`config.mk`:
```
export PLATFORM = sky130hd
export DESIGN_NAME = tile_out_collector
export DESIGN_NICKNAME = d
export VERILOG_FILES = /design/src/rtl/tile_collect_pkg.sv /design/src/rtl/tile_collect_fifo.sv /design/src/rtl/tile_out_collector.sv
export SDC_FILE = /design/constraint.sdc
export NUM_CORES = 1
export LEC_CHECK = 0
export ABC_CLOCK_PERIOD_IN_PS = 3600
export CAP_MARGIN = 20
export CORE_UTILIZATION = 64
export CTS_BUF_LIST = sky130_fd_sc_hd__clkbuf_8
export DETAILED_ROUTE_END_ITERATION = 8
export PLACE_DENSITY = 0.87
export SYNTH_ARGS = -nofsm -noshare
export SYNTH_HDL_FRONTEND = slang
export SYNTH_SLANG_ARGS = --single-unit
export TNS_END_PERCENT = 10
```
`constraint.sdc`:
```
create_clock -name clock -period 3.6 [get_ports clock]
set_input_delay 0.54 -clock clock [delete_from_list [all_inputs] [get_ports clock]]
set_output_delay 0.54 -clock clock [all_outputs]
set_load 0.1 [all_outputs]
```
`src/rtl/tile_collect_pkg.sv`:
```
// Shared widths, FIFO entry layout and the rounding/saturating shift used by the tile output collector.
package tile_collect_pkg;

  localparam int C_W_DEF     = 19;
  localparam int SHIFT_W_DEF = 6;
  localparam int OUT_W_DEF   = 8;
  localparam int SH_W        = $clog2(C_W_DEF);

  typedef struct packed {
    logic [OUT_W_DEF-1:0] data;
    logic                 last;
    logic                 sat;
  } entry_t;

  typedef struct packed {
    logic [OUT_W_DEF-1:0] data;
    logic                 sat;
  } rs_t;

  localparam logic signed [C_W_DEF:0] Y_HI = (C_W_DEF+1)'(2**(OUT_W_DEF-1) - 1);
  localparam logic signed [C_W_DEF:0] Y_LO = (C_W_DEF+1)'(-(2**(OUT_W_DEF-1)));

  // Arithmetic right shift with round-half-up, clamped shift, then clip to the output range.
  function automatic rs_t round_shift_sat(input logic [C_W_DEF-1:0]     c,
                                          input logic [SHIFT_W_DEF-1:0] s);
    logic [SH_W-1:0]          sh;
    logic signed [C_W_DEF:0]  y;
    rs_t                      r;
    if (s > SHIFT_W_DEF'(C_W_DEF - 1)) sh = SH_W'(C_W_DEF - 1);
    else                               sh = s[SH_W-1:0];
    y = $signed({c[C_W_DEF-1], c}) >>> sh;
    if (sh != '0) y = y + {{C_W_DEF{1'b0}}, c[sh - 1'b1]};
    r.sat = 1'b0;
    if (y > Y_HI) begin
      y     = Y_HI;
      r.sat = 1'b1;
    end else if (y < Y_LO) begin
      y     = Y_LO;
      r.sat = 1'b1;
    end
    r.data = y[OUT_W_DEF-1:0];
    return r;
  endfunction

endpackage

```
`src/rtl/tile_collect_fifo.sv`:
```
// Show-ahead FIFO of collector entries; push and pop may coincide at any fill level.
module tile_collect_fifo
  import tile_collect_pkg::*;
#(
  parameter int DEPTH = 8
) (
  input  logic   clk_i,
  input  logic   rst_ni,
  input  logic   push_i,
  input  logic   pop_i,
  input  entry_t wdata_i,
  output entry_t rdata_o,
  output logic   full_o,
  output logic   empty_o
);

  localparam int AW = $clog2(DEPTH);

  entry_t        mem_q [DEPTH];
  logic [AW-1:0] wr_ptr_q, rd_ptr_q;
  logic [AW:0]   cnt_q, cnt_d;

  assign full_o  = (cnt_q == (AW+1)'(DEPTH));
  assign empty_o = (cnt_q == '0);
  // Head is forced to zero when empty so the stream outputs read zero after reset.
  assign rdata_o = empty_o ? '0 : mem_q[rd_ptr_q];

  always_comb begin
    cnt_d = cnt_q + (AW+1)'(push_i) - (AW+1)'(pop_i);
  end

  always_ff @(posedge clk_i or negedge rst_ni) begin
    if (!rst_ni) begin
      wr_ptr_q <= '0;
      rd_ptr_q <= '0;
      cnt_q    <= '0;
    end else begin
      if (push_i) wr_ptr_q <= wr_ptr_q + AW'(1);
      if (pop_i)  rd_ptr_q <= rd_ptr_q + AW'(1);
      cnt_q <= cnt_d;
    end
  end

  always_ff @(posedge clk_i) begin
    if (push_i) mem_q[wr_ptr_q] <= wdata_i;
  end

endmodule

```
`src/rtl/tile_out_collector.sv`:
```
// Receive end of a PE tile column: round/shift/saturate, block tagging, buffered stream out.
// Optional clipped-beat statistics counter enabled by defining TILE_COLLECT_STATS_EN.
module tile_out_collector
  import tile_collect_pkg::*;
#(
  parameter int C_W        = C_W_DEF,
  parameter int SHIFT_W    = SHIFT_W_DEF,
  parameter int OUT_W      = OUT_W_DEF,
  parameter int DEPTH      = 8,
  parameter int BLOCK_ROWS = 16,
  parameter int CNT_W      = 16
) (
  input  logic               clock,
  input  logic               RST,
  input  logic [C_W-1:0]     io_in_c,
  input  logic               io_in_valid,
  input  logic               io_in_control_propagate,
  input  logic [SHIFT_W-1:0] io_in_control_shift,
  output logic               o_valid,
  input  logic               o_ready,
  output logic [OUT_W-1:0]   o_data,
  output logic               o_last,
  output logic               o_sat,
  output logic               overflow,
  input  logic               clr_overflow,
  output logic [CNT_W-1:0]   drop_cnt,
  output logic [CNT_W-1:0]   clip_cnt
);

  localparam int RW = (BLOCK_ROWS > 1) ? $clog2(BLOCK_ROWS) : 1;

  logic          s1_valid_q;
  entry_t        s1_entry_q, s1_entry_d;
  logic [RW-1:0] row_ctr_q, row_ctr_d;
  logic          prev_prop_q, first_beat_q;
  logic          overflow_q;
  logic [CNT_W-1:0] drop_cnt_q;

  rs_t           rs;
  logic [RW-1:0] row_cur;
  logic          push, pop, drop, fifo_full, fifo_empty;
  entry_t        head;

  always_comb begin
    rs         = round_shift_sat(io_in_c, io_in_control_shift);
    row_cur    = (!first_beat_q && (io_in_control_propagate != prev_prop_q)) ? '0 : row_ctr_q;
    s1_entry_d = '{data: rs.data, last: (row_cur == RW'(BLOCK_ROWS - 1)), sat: rs.sat};
    row_ctr_d  = s1_entry_d.last ? '0 : row_cur + RW'(1);
  end

  // Stream handshake: a beat transfers on a rising clock edge where o_valid && o_ready; while
  // o_valid is high and o_ready low, o_data/o_last/o_sat stay unchanged.
  assign pop  = o_valid && o_ready;
  assign push = s1_valid_q && (!fifo_full || pop);
  assign drop = s1_valid_q && !push;

  always_ff @(posedge clock or negedge RST) begin
    if (!RST) begin
      s1_valid_q   <= 1'b0;
      s1_entry_q   <= '0;
      row_ctr_q    <= '0;
      prev_prop_q  <= 1'b0;
      first_beat_q <= 1'b1;
    end else begin
      s1_valid_q <= io_in_valid;
      if (io_in_valid) begin
        s1_entry_q   <= s1_entry_d;
        row_ctr_q    <= row_ctr_d;
        prev_prop_q  <= io_in_control_propagate;
        first_beat_q <= 1'b0;
      end
    end
  end

  // The clear wins over a drop in the same cycle, so that drop is never counted.
  always_ff @(posedge clock or negedge RST) begin
    if (!RST) begin
      overflow_q <= 1'b0;
      drop_cnt_q <= '0;
    end else if (clr_overflow) begin
      overflow_q <= 1'b0;
      drop_cnt_q <= '0;
    end else if (drop) begin
      overflow_q <= 1'b1;
      if (drop_cnt_q != '1) drop_cnt_q <= drop_cnt_q + CNT_W'(1);
    end
  end

`ifdef TILE_COLLECT_STATS_EN
  logic [CNT_W-1:0] clip_cnt_q;

  always_ff @(posedge clock or negedge RST) begin
    if (!RST) begin
      clip_cnt_q <= '0;
    end else if (clr_overflow) begin
      clip_cnt_q <= '0;
    end else if (push && s1_entry_q.sat && (clip_cnt_q != '1)) begin
      clip_cnt_q <= clip_cnt_q + CNT_W'(1);
    end
  end

  assign clip_cnt = clip_cnt_q;
`else
  assign clip_cnt = '0;
`endif

  tile_collect_fifo #(.DEPTH(DEPTH)) u_fifo (
    .clk_i   (clock),
    .rst_ni  (RST),
    .push_i  (push),
    .pop_i   (pop),
    .wdata_i (s1_entry_q),
    .rdata_o (head),
    .full_o  (fifo_full),
    .empty_o (fifo_empty)
  );

  assign o_valid  = !fifo_empty;
  assign o_data   = head.data;
  assign o_last   = head.last;
  assign o_sat    = head.sat;
  assign overflow = overflow_q;
  assign drop_cnt = drop_cnt_q;

endmodule
```
==> results of run 1 <==
[kinds of logic after synthesis]
logic type / Yosys count / share of synthesized area [%]
DFF: 124 / 46.8
adders and majority gates: 14 / 2.44
muxes: 52 / 11.3
other: 1 / 0.0501
AOI/OAI and AO/OA: 144 / 14.1
xor gates and xnor gates: 29 / 3.39
and+or+nand+nor: 234 / 16.4
buffers and inverters: 79 / 5.53
[stage by stage]
stage | cells | setup TNS (ns)
after CTS | 1036 | -3.76
after global placement | 988 | -9.90
after floorplan | 692 | -8.13
after detailed placement | 988 | -11.95
[routing by layer]
metal	overflow	track usage, %
met5	0	20.5
met4	2	66.3
met3	0	58.8
met2	0	86.5
met1	0	73.6
[synth_stat cells (4+ instances only)]
cell	number
and2_1	10
nand2b_1	7
o21a_1	4
a32oi_1	4
nand3_1	32
edfxtp_1	80
inv_1	27
a211o_1	6
nor2b_1	4
o221ai_1	7
ha_1	13
buf_1	4
mux2i_1	21
buf_4	22
a21oi_1	33
nor2_1	56
nand4_1	9
mux2_2	5
mux4_2	25
o21ai_0	30
a211oi_1	11
xnor2_1	16
dfrtp_1	43
or3_1	11
buf_2	7
and3_1	11
nor3_1	17
clkbuf_1	13
a31oi_1	6
nand2_1	49
xor2_1	13
nor4_1	6
[timing repair]
action / CTS
pin swaps: 14
resized for setup: 50
endpoints found under the setup margin: 9
setup buffers: 15
gates cloned: 1
==> impl_metrics.ini, run 1 <==
[status]
status = did not finish
stop_stage = 5_1_grt
error = [ERROR GRT-0232] Routing congestion too high. Check the congestion heatmap in the GUI.

[global_routing]
grt_start_max_net_pins = 45
grtUsageTotal_pct = 71.5
grt-ovfl-total = 2

[placed_design]
hpwl_um = 16200
place_area_mm2 = 0.00910
place_congestion = 1.06
place_ws_ns = -1.40
port_buffers = 58

[logic_synthesis]
synth_cells = 677
syn_area_per_cell_um2 = 11.1
synth_area_leaders = edfxtp_1, dfrtp_1, mux4_2
synth_edf_count = 80
synthDominantCellAreaShare_pct = 32.1
synth.distinct_cells = 84
async_flop_share_pct = 35.5
synth_area_mm2 = 0.00749
ys_seq_area_share_pct = 46.8
synth_area_leader_cell = edfxtp_1
ys_ff_latch = 124
synthFlopType = edfxtp_1
yosysWarnings = 0

[timing]
worst_path_end_type = register data pin
crit_endpoint = s1_entry_q[5]$_DFFE_PN0P_/D

[cts]
h-tree-depth = 4
clockBufferDepth = 2
cts_buffers = 17
cts_hold_buf = 0
cts.sinks = 124
cts_root_buf = clkbuf_8

[die]
boundaryPins = 75
initial_core_util_pct = 65.6
rows = 39
die_h_um = 110
dieWidth_um = 110
==> run 2, diff against run 1 <==
Settings changed: CORE_UTILIZATION 64 to 40, CTS_BUF_LIST sky130_fd_sc_hd__clkbuf_8 to default, PLACE_DENSITY 0.87 to default, PLACE_DENSITY_LB_ADDON from default to 0.15.
==> run 2 against run 1 <==
  * The flow now finishes, with violations (design-rule violations, negative setup slack)
  * Synthesized cell count did not move
  * Synthesized area did not move
==> impl_metrics.ini, run 2 <==
[timing]
setup_viol = 9
finalWorstSetupSlack_ns = -0.320
drv_slew = 0
fmax_ghz = 0.255
min_period_ns = 3.92
rsz0062_at_grt = true
finalHoldViolations = 0
finalCritPeriodShare_pct = 109
tightest_slew_ns = 0.977
slew-limit-headroom_pct = 34.6
skew_ns = 0.0104
hold_ws_ns = 0.482

[cts]
cts_root_buf = clkbuf_16
insertion_delay_ns = 0.41
cts.sinks = 124
cts_tree = done
clockBufferDepth = 2
cts_buffers = 17
clk_pin_slew_ns = 0.06
h-tree-depth = 4

[layout]
largest_reg_flops = 80
final_cells = 1138
stdcell_area_mm2 = 0.0104
final_layout_size_suffix_gt1_share_pct = 34.7
layout.nets = 941
fillers = 1552
regMostFlops = u_fifo.mem_q
antenna_cells = 0
final_cell_mix = buf_4, edfxtp_1, nor2_1
layout_commonest_cell = buf_4
multiInputGateArea_mm2 = 0.00384
area_growth_pct = 38.2
ff_latch_area_mm2 = 0.00350

[die]
die_h_um = 139
core_mm2 = 0.0181
dieArea_mm2 = 0.0193
initial_core_util_pct = 41.3
dieWidth_um = 139
boundaryPins = 75
rows = 49

[power_and_ir_drop]
p_leak_uw = 0.00412
ir_worst_vdd_mv = 0.349
power.density_mw_per_mm2 = 619

[critical_path]
crit_chain = buf_6, o31ai_4, and2_4, inv_4, ha_4, mux4_2, a211oi_2, a21oi_2, a21oi_2, o21ai_2, ha_2, ha_4, nand2_2, o21bai_4, nor3_4, a211o_1, a221o_1, o41ai_4, buf_6, o221ai_2
r2r_slack_ns = 1.05
cp_slowest_cell = mux4_2
cp-end-kind = flop
crit_arrival_ns = 4.19
path_class = in -> reg
required_ns = 3.87
critPathLaunchType = input port
path_max_fanout = 8
cp_slowest_stage_delay_ns = 0.51

[logic_synthesis]
synth_common_cells = edfxtp_1, nor2_1, nand2_1
yosysWarnings = 0
synth_edf_count = 80
synth_cells = 677
synth_area_leader_cell = edfxtp_1
synth_area_leaders = edfxtp_1, dfrtp_1, mux4_2
ys_seq_area_share_pct = 46.8
ys_ff_latch = 124
synth_most_common_cell = edfxtp_1
synth_area_mm2 = 0.00749
synthFlopType = edfxtp_1
synthDominantCellAreaShare_pct = 32.1
synth.distinct_cells = 84
syn_area_per_cell_um2 = 11.1
async_flop_share_pct = 35.5

[placed_design]
hpwl_um = 15600
place_area_mm2 = 0.00929
port_buffers = 58
dp.cells = 1083
place_congestion = 0.969

[global_routing]
grt.busiest_layer = met2
grtUsageTotal_pct = 22.4
grt_pass1_vias = 6257
grt_util_met3_pct = 3.31
antenna_found_initial = 0
grt_start_max_net_pins = 45
grt_util_met2_pct = 41.4
gr-usage-met1_pct = 25.7
grt_pass1_wl_um = 33300
grt-ovfl-total = 0

[detailed_routing]
antenna_left = 0
vias_per_cell = 5.42
wire_per_inst_um = 18.4
wl_um = 20900
first_pass_iters = 6
drt_iter0_drc = 282
vias = 6168
drc = 6

[status]
violations = design-rule violations, negative setup slack
status = finished with violations

[job]
drv_cap = 0

[min_path]
hold_path_class = reg -> reg
## run 2: cell counts after synthesis
No cell type changed its count.
## run 2: critical path: cells and delay by family
kind | cells | cell delay (ns)
simple gates | 3 | 0.32
fa+ha+maj | 3 | 0.65
compound gates | 10 | 1.83
buf+inv | 3 | 0.33
mux | 1 | 0.51
## run 2: final cells by class
cell class	count	area share, %
Sequential cell	124	33.8
Clock buffer	18	4.15
Tap cell	229	2.77
Inverter	29	1.10
Timing Repair Buffer	235	19.0
Clock inverter	14	2.09
Multi-Input combinational cell	489	37.1
## run 2: metrics by stage
stage | power, uW | setup slack, ns | TNS [ns] | utilization, %
after global routing | 6710 | -0.416 | -3.60 | 57.1
after floorplan | 3840 | -0.941 | -8.13 | -
after CTS | 6440 | -0.386 | -3.38 | 56.0
after global placement | 4490 | -1.26 | -11.09 | 51.2
after detailed placement | 4550 | -1.33 | -11.61 | 51.2
final | 6410 | -0.320 | -2.77 | 57.1
## run 2: path summary, 6_finish.rpt
| kind | from | to | cells after the start |
|---|---|---|---|
| max | io_in_control_shift[1] | s1_entry_q[8]$_DFFE_PN0P_ | 20 |
| min | first_beat_q$_DFFE_PN1P_ | first_beat_q$_DFFE_PN1P_ | 1 |
| max reg2reg | drop_cnt[6]$_DFFE_PN0P_ | drop_cnt[8]$_DFFE_PN0P_ | 10 |
| min reg2reg | first_beat_q$_DFFE_PN1P_ | first_beat_q$_DFFE_PN1P_ | 1 |
| max in group asynchronous | RST | s1_valid_q$_DFF_PN0_ | 3 |
| min in group asynchronous | RST | prev_prop_q$_DFFE_PN0P_ | 2 |
## run 2: cell families (layout without fill, tap and decap cells)
| group | Yosys count | after routing | synth area share (%) |
|---|---|---|---|
| and+or+nand+nor | 234 | 234 | 16.4 |
| AOI/OAI and AO/OA | 144 | 144 | 14.1 |
| DFF | 124 | 124 | 46.8 |
| buffers and inverters | 79 | 296 | 5.53 |
| muxes | 52 | 52 | 11.3 |
| xor gates and xnor gates | 29 | 29 | 3.39 |
| adders and majority gates | 14 | 14 | 2.44 |
| other | 1 | 16 | 0.0501 |
## run 2: where the power goes
group          switching, uW  leakage (uW)  internal [uW]
registers                176       0.00127           1770
clock network            613      0.000306           1230
logic                   1690       0.00255            926
## run 2: routing by layer
| layer | share of wire [%] | vias up |
|---|---|---|
| li1 | - | 2984 |
| met1 | 41 | 2979 |
| met2 | 53 | 170 |
| met3 | 3.5 | 35 |
| met4 | 2.8 | 0 |
| met5 | 0 | - |
## run 2: what timing repair did
item | CTS | global route
gates cloned | 0 | 1
hold endpoints to repair | 0 | 5
pin swaps | 12 | 16
setup buffers | 14 | 6
hold buffers | 0 | 1
resized for setup | 47 | 31
setup endpoints to repair | 9 | 9
Power figures use the tool's default switching activity.
